### src/rtl/imm_gen_pkg.sv
// Shared RV32I opcode constants and immediate format codes for the decode stage.
package imm_gen_pkg;

  localparam logic [6:0] OPC_OP_IMM = 7'b0010011;
  localparam logic [6:0] OPC_LOAD   = 7'b0000011;
  localparam logic [6:0] OPC_STORE  = 7'b0100011;
  localparam logic [6:0] OPC_BRANCH = 7'b1100011;
  localparam logic [6:0] OPC_LUI    = 7'b0110111;
  localparam logic [6:0] OPC_AUIPC  = 7'b0010111;
  localparam logic [6:0] OPC_JAL    = 7'b1101111;
  localparam logic [6:0] OPC_JALR   = 7'b1100111;
  localparam logic [6:0] OPC_SYSTEM = 7'b1110011;
  localparam logic [6:0] OPC_OP     = 7'b0110011;

  typedef enum logic [2:0] {
    IMM_NONE = 3'd0,
    IMM_I    = 3'd1,
    IMM_S    = 3'd2,
    IMM_B    = 3'd3,
    IMM_U    = 3'd4,
    IMM_J    = 3'd5
  } imm_type_t;

endpackage

### src/rtl/imm_decode_comb.sv
// Combinational opcode-to-format decode and sign-extended immediate assembly.
module imm_decode_comb
  import imm_gen_pkg::*;
#(
  parameter int XLEN = 32
) (
  input  logic [XLEN-1:0] i_instr,
  output logic [XLEN-1:0] o_imm,
  output imm_type_t       o_type
);

  logic w_sign;
  assign w_sign = i_instr[31];

  always_comb begin
    o_type = IMM_NONE;
    o_imm  = '0;
    case (i_instr[6:0])
      OPC_OP_IMM, OPC_LOAD, OPC_JALR, OPC_SYSTEM: begin
        o_type = IMM_I;
        o_imm  = {{20{w_sign}}, i_instr[31:20]};
      end
      OPC_STORE: begin
        o_type = IMM_S;
        o_imm  = {{20{w_sign}}, i_instr[31:25], i_instr[11:7]};
      end
      OPC_BRANCH: begin
        o_type = IMM_B;
        o_imm  = {{19{w_sign}}, i_instr[31], i_instr[7], i_instr[30:25],
                  i_instr[11:8], 1'b0};
      end
      OPC_LUI, OPC_AUIPC: begin
        o_type = IMM_U;
        o_imm  = {i_instr[31:12], 12'b0};
      end
      OPC_JAL: begin
        o_type = IMM_J;
        o_imm  = {{11{w_sign}}, i_instr[31], i_instr[19:12], i_instr[20],
                  i_instr[30:21], 1'b0};
      end
      // OP (R-type) and unknown opcodes carry no immediate
      default: begin
        o_type = IMM_NONE;
        o_imm  = '0;
      end
    endcase
  end

endmodule

### src/rtl/imm_gen.sv
// Registered immediate generator: one-cycle latency, stall holds all outputs.
module imm_gen
  import imm_gen_pkg::*;
#(
  parameter int XLEN = 32
) (
  input  logic            clk,
  input  logic            rst,
  input  logic [XLEN-1:0] instr,
  input  logic            valid_i,
  input  logic            stall_i,
  output logic [XLEN-1:0] imm_o,
  output logic [2:0]      imm_type_o,
  output logic            imm_valid_o
);

  logic [XLEN-1:0] w_imm;
  imm_type_t       w_type;
  logic [XLEN-1:0] r_imm;
  logic [2:0]      r_type;
  logic            r_vld;

  imm_decode_comb #(.XLEN(XLEN)) u_dec (
    .i_instr (instr),
    .o_imm   (w_imm),
    .o_type  (w_type)
  );

  // Immediate and type load even when invalid; only the valid flag gates use.
  always_ff @(posedge clk or posedge rst) begin
    if (rst) begin
      r_imm  <= '0;
      r_type <= 3'd0;
      r_vld  <= 1'b0;
    end else if (!stall_i) begin
      r_imm  <= w_imm;
      r_type <= w_type;
      r_vld  <= valid_i;
    end
  end

  assign imm_o       = r_imm;
  assign imm_type_o  = r_type;
  assign imm_valid_o = r_vld;

endmodule

### config.mk
export PLATFORM = sky130hd
export DESIGN_NAME = imm_gen
export DESIGN_NICKNAME = d
export VERILOG_FILES = /design/src/rtl/imm_gen_pkg.sv /design/src/rtl/imm_decode_comb.sv /design/src/rtl/imm_gen.sv
export SDC_FILE = /design/constraint.sdc
export NUM_CORES = 1
export LEC_CHECK = 0
export BUFFER_PORTS_ARGS = -buffer_cell sky130_fd_sc_hd__buf_2
export CAP_MARGIN = 15
export CORE_ASPECT_RATIO = 0.8
export CORE_MARGIN = 1.5
export CORE_UTILIZATION = 45
export CTS_BUF_LIST = sky130_fd_sc_hd__clkbuf_4 sky130_fd_sc_hd__clkbuf_8 sky130_fd_sc_hd__clkbuf_16
export DETAILED_ROUTE_END_ITERATION = 7
export GPL_ROUTABILITY_DRIVEN = 0
export PLACE_DENSITY = 0.8
export SLEW_MARGIN = 20
export SYNTH_ARGS = -nofsm -noshare
export SYNTH_HDL_FRONTEND = slang
export SYNTH_SLANG_ARGS = --single-unit
### constraint.sdc
create_clock -name clk -period 2.6 [get_ports clk]
set_clock_uncertainty 0.2 [all_clocks]
set_input_delay 0.39 -clock clk [delete_from_list [all_inputs] [get_ports clk]]
set_output_delay 0.39 -clock clk [all_outputs]
set_load 0.02 [all_outputs]
# After elaboration in Yosys (flattened, before gate mapping)
# Index checks and enable logic that the tools add are counted.
# op_classes
eq_ne,9
mux,2
reduce_logical,2
# op_table
cell,count
32-bit case mux with 5 select lines,1
7-bit equality test (second input constant),4
3-bit case mux with 5 select lines,1
7-bit by 5-bit equality test with 1-bit output (second input constant),2
7-bit by 6-bit equality test with 1-bit output (second input constant),2
7-bit by 2-bit equality test with 1-bit output (second input constant),1
4-bit OR reduction,1
2-bit OR reduction,1
# totals
ff_bits,36
inputBits,36
output_inout_bits,36
wordCells,16

# Depth between registers and ports, before layout
# depth
depth_word,3
depth_mapped,6
depth_no_buf,4

# By module
# A second synthesis with hierarchy kept.
# unflattened
cells_unflattened,152
area_unflattened_um2,2000.7
# modules_own_cells
mod,instances,cells_per_inst,area_per_inst_um2,seq_area_each_um2
imm_gen,1,77,1493.9,900.9
imm_decode_comb,1,75,506.7,0.0

# Least setup slack after synthesis
# OpenSTA, ideal clock, no wires.
# synth_timing
path_kind,in2reg
startpoint,in instr[3]
endpoint,reg r_imm[12] (netlist: imm_o[12])
setup_ps,77
arrival_time_ps,1557
required_time_ps,2323
path_slack_ps,766
stages,6
path_buffers,2
cell_sequence,buf_6 > mux2_2 > or2_0 > a211o_2 > buf_6 > o21ai_1
# synth_via
elab_chain_cells,3
elab_cells_between_ends,12
cone_classes,eq/ne: 9; mux: 1; reduce/logical: 2
# synth_rtl
item,line_no,text
start: declaration,imm_gen.sv:9,"input logic [XLEN-1:0] instr,"
7-bit by 5-bit equality test with 1-bit output (tied with other cells),imm_decode_comb.sv:18,case (i_instr[6:0])
4-bit OR reduction or 2-bit OR reduction (tied branches),imm_decode_comb.sv:18,
32-bit case mux with 5 select lines (*),imm_decode_comb.sv:18,
end signal: assignment,imm_gen.sv:36,r_imm <= w_imm;
end: declaration,imm_gen.sv:19,logic [XLEN-1:0] r_imm;
# Mark *: on every way between the ends. The rest lies on a longest branch, timed or not.
# A chain may end at the register's enable or synchronous reset.

# Worst setup path in the final report
# layout_timing
startpoint,in instr[2]
endpoint,reg r_imm[30] (netlist: imm_o[30])
# Same word-level chain as after synthesis.

==> out/metrics.cfg <==
[synthesis]
synthTopCellsByArea=dfrtp_1, a22oi_1, nand2_1, o21ai_1, a22o_1
netlist_instances=185
ys_ff_latch=36
ys_warn_count=0
synth_largest_area_cell=dfrtp_1
yosysMostFrequentCell=dfrtp_1
yosys-top-cells-count=dfrtp_1, nand2_1, a22oi_1
synth_top_area_share_pct=49.5
synth_edf_count=0
synthArstFlopShare_pct=100
ys_types=36
avgSynthCellArea_um2=9.85
synthFlopType=dfrtp_1
synth-seq-area-share_pct=49.5
synth.net_count=221
syn-cell-area_um2=1820

[drt]
detail_route.wl_per_cell_um=14.9
vias_per_cell=5.46
first_pass_iters=4
drt-met1-wl_mm=2.11
route.vias.total=1686
wl_met3_um=461
wl_met2_mm=2.03
ant_nets=0
remaining_drc_errors=0
first_iter_violations=108
highest_layer=met3
routed_wl_mm=4.59

[sta]
worst_slew_pin_slew_ps=742
rsz0062_at_grt=false
drv_slew=0
setup_violations=0
slew_headroom_pct=50.4
fmax_mhz=505
post-route-min-period_ps=1980
fin_setup_tns_ps=0
period_share_pct=76.1
hold_viol_final=2
fin_hold_ws_ps=-1.75

[clocking]
cts_tree=done
root_buffer=clkbuf_8
post_cts_resized=0
hold_buffers=0
cts_buffers=5
worstSkewPairLatency_ps=280
cts.reportedPaths.clkPinSlew_ps=70
cts_sinks=36
htree_levels=2
post_cts.repair.setup_buffers=0
cts_buffer_depth=2

[setup_path]
slowest_stage=a211o_2
crit_path_max_fanout=27
critPathLaunchType=input pin
crit_path_end_kind=flip-flop
max_stage_delay_ps=510
path_delay_family=compound AO/OA/AOI/OAI gates
arrival_ps=1960
crit_chain=buf_2 -> mux2_2 -> or2_0 -> a211o_2 -> o21ai_0
criticalPathCategory=input pin to flip-flop
worstPathRequired_ps=2580
path_buf_inv=1

[die]
die_y_um=59.9
die-area_um2=4440
ios=72
row_count=20
coreArea_um2=3830
fp.dieW_um=74.1
start_util_pct=47.6

[layout]
seq_area_um2=901
nNetsFinal=289
multi_input_area_um2=830
antenna_cells=0
final.fill_count=349
syn2layout_area_growth_pct=25.3
fin_cells=309
drive_above_1_share_pct=37.8

[pwr]
p_leak_nw=1.13
p_per_area_nw_per_um2=478
irDropWorstVdd_v=0.000335

[global_route]
grt_first_pass_wirelength_mm=7.20
grt_max_degree=37
grt_usage_pct=21.2
grt_overflow_total=0
grt_pass1_vias=1546
antenna_found_initial=0

[outcome]
outcome=finished with violations
violations=hold timing

[place]
placedCellCount=301
dp_hpwl_mm=3.24
io_buffer_count=71

[hold_path]
hold_class=input pin to asynchronous set/reset pin

[flow_run]
maxCapViolCount=0

[cell families (layout without fill, tap and decap cells)]
family          count (synthesis)  after routing  share of synthesized area, %
compound gates                 67             67                          25.6
xor+xnor                        1              1                         0.481
buf+inv                        17             86                          5.01
flops                          36             36                          49.5
mux                             5              5                          3.02
simple gates                   59             59                          16.4
[per-stage QoR]
stage / setup slack [ps] / hold slack [ps] / util [%] / instance area [µm²] / power [W]
final: 620 / -1.75 / 59.6 / 2280 / 0.00109
after global placement: 445 / 265 / 57.4 / 2200 / 0.000715
after global routing: 568 / 33.8 / 59.6 / 2280 / 0.00114
after detailed placement: 350 / 275 / 57.4 / 2200 / 0.000718
after floorplan: 766 / 319 / - / 1820 / 0.000663
after CTS: 667 / 12.1 / 59.6 / 2280 / 0.00110
[worst paths after layout]
kind / startpoint / endpoint / slack (ps) / cells past startpoint
min reg2reg: imm_o[18] / imm_o[18] / 290 / 2
min in group clk: instr[29] / imm_o[9] / 140 / 2
max in group asynchronous: rst / imm_type_o[1] / 1870 / 3
max reg2reg: imm_type_o[2] / imm_type_o[2] / 1650 / 1
max: instr[2] / imm_o[30] / 620 / 5
min: rst / imm_valid_o / -2 / 3
[registers in the layout, summed over array words and instances (netlist names)]
name and count:
imm_o 32, imm_type_o 3, imm_valid_o 1
[where the power goes]
part / internal (W) / leakage (nW) / switching [W]
logic: 0.0000516 / 0.583 / 0.0000881
clock network: 0.000187 / 0.0479 / 0.000196
registers: 0.000565 / 0.500 / 0.00000306
[placed cells by master (no fill, tap or decap), drive strengths merged, types with 2 or more instances in the layout]
master   synthesis  final
a211o            2      2
nor2             6      6
and3             4      4
inv              3      3
a21oi            2      2
buf              7     75
mux2             4      4
clkinv           0      3
clkbuf           7      5
nand2b           4      4
o2bb2ai          2      2
a22oi           24     24
a22o             6      6
nand2           32     32
dfrtp           36     36
o21ai           27     27
and4bb           2      2
nor4             3      3
[metal layers]
layer  global-route usage [%]  vias up
li1                         -      816
met1                     28.9      794
met2                     34.3       76
met3                     6.41        0
met4                     3.17        0
met5                        0        -
[cell type report]
cell class | count | area share [%]
flip-flops and latches | 36 | 39.5
multi-input cells | 132 | 36.3
repair buffers | 75 | 16.9
clock buffers | 5 | 3.01
well taps | 55 | 3.01
clock inverters | 3 | 0.822
inverters | 3 | 0.493
(Power assumes the default switching activity.)
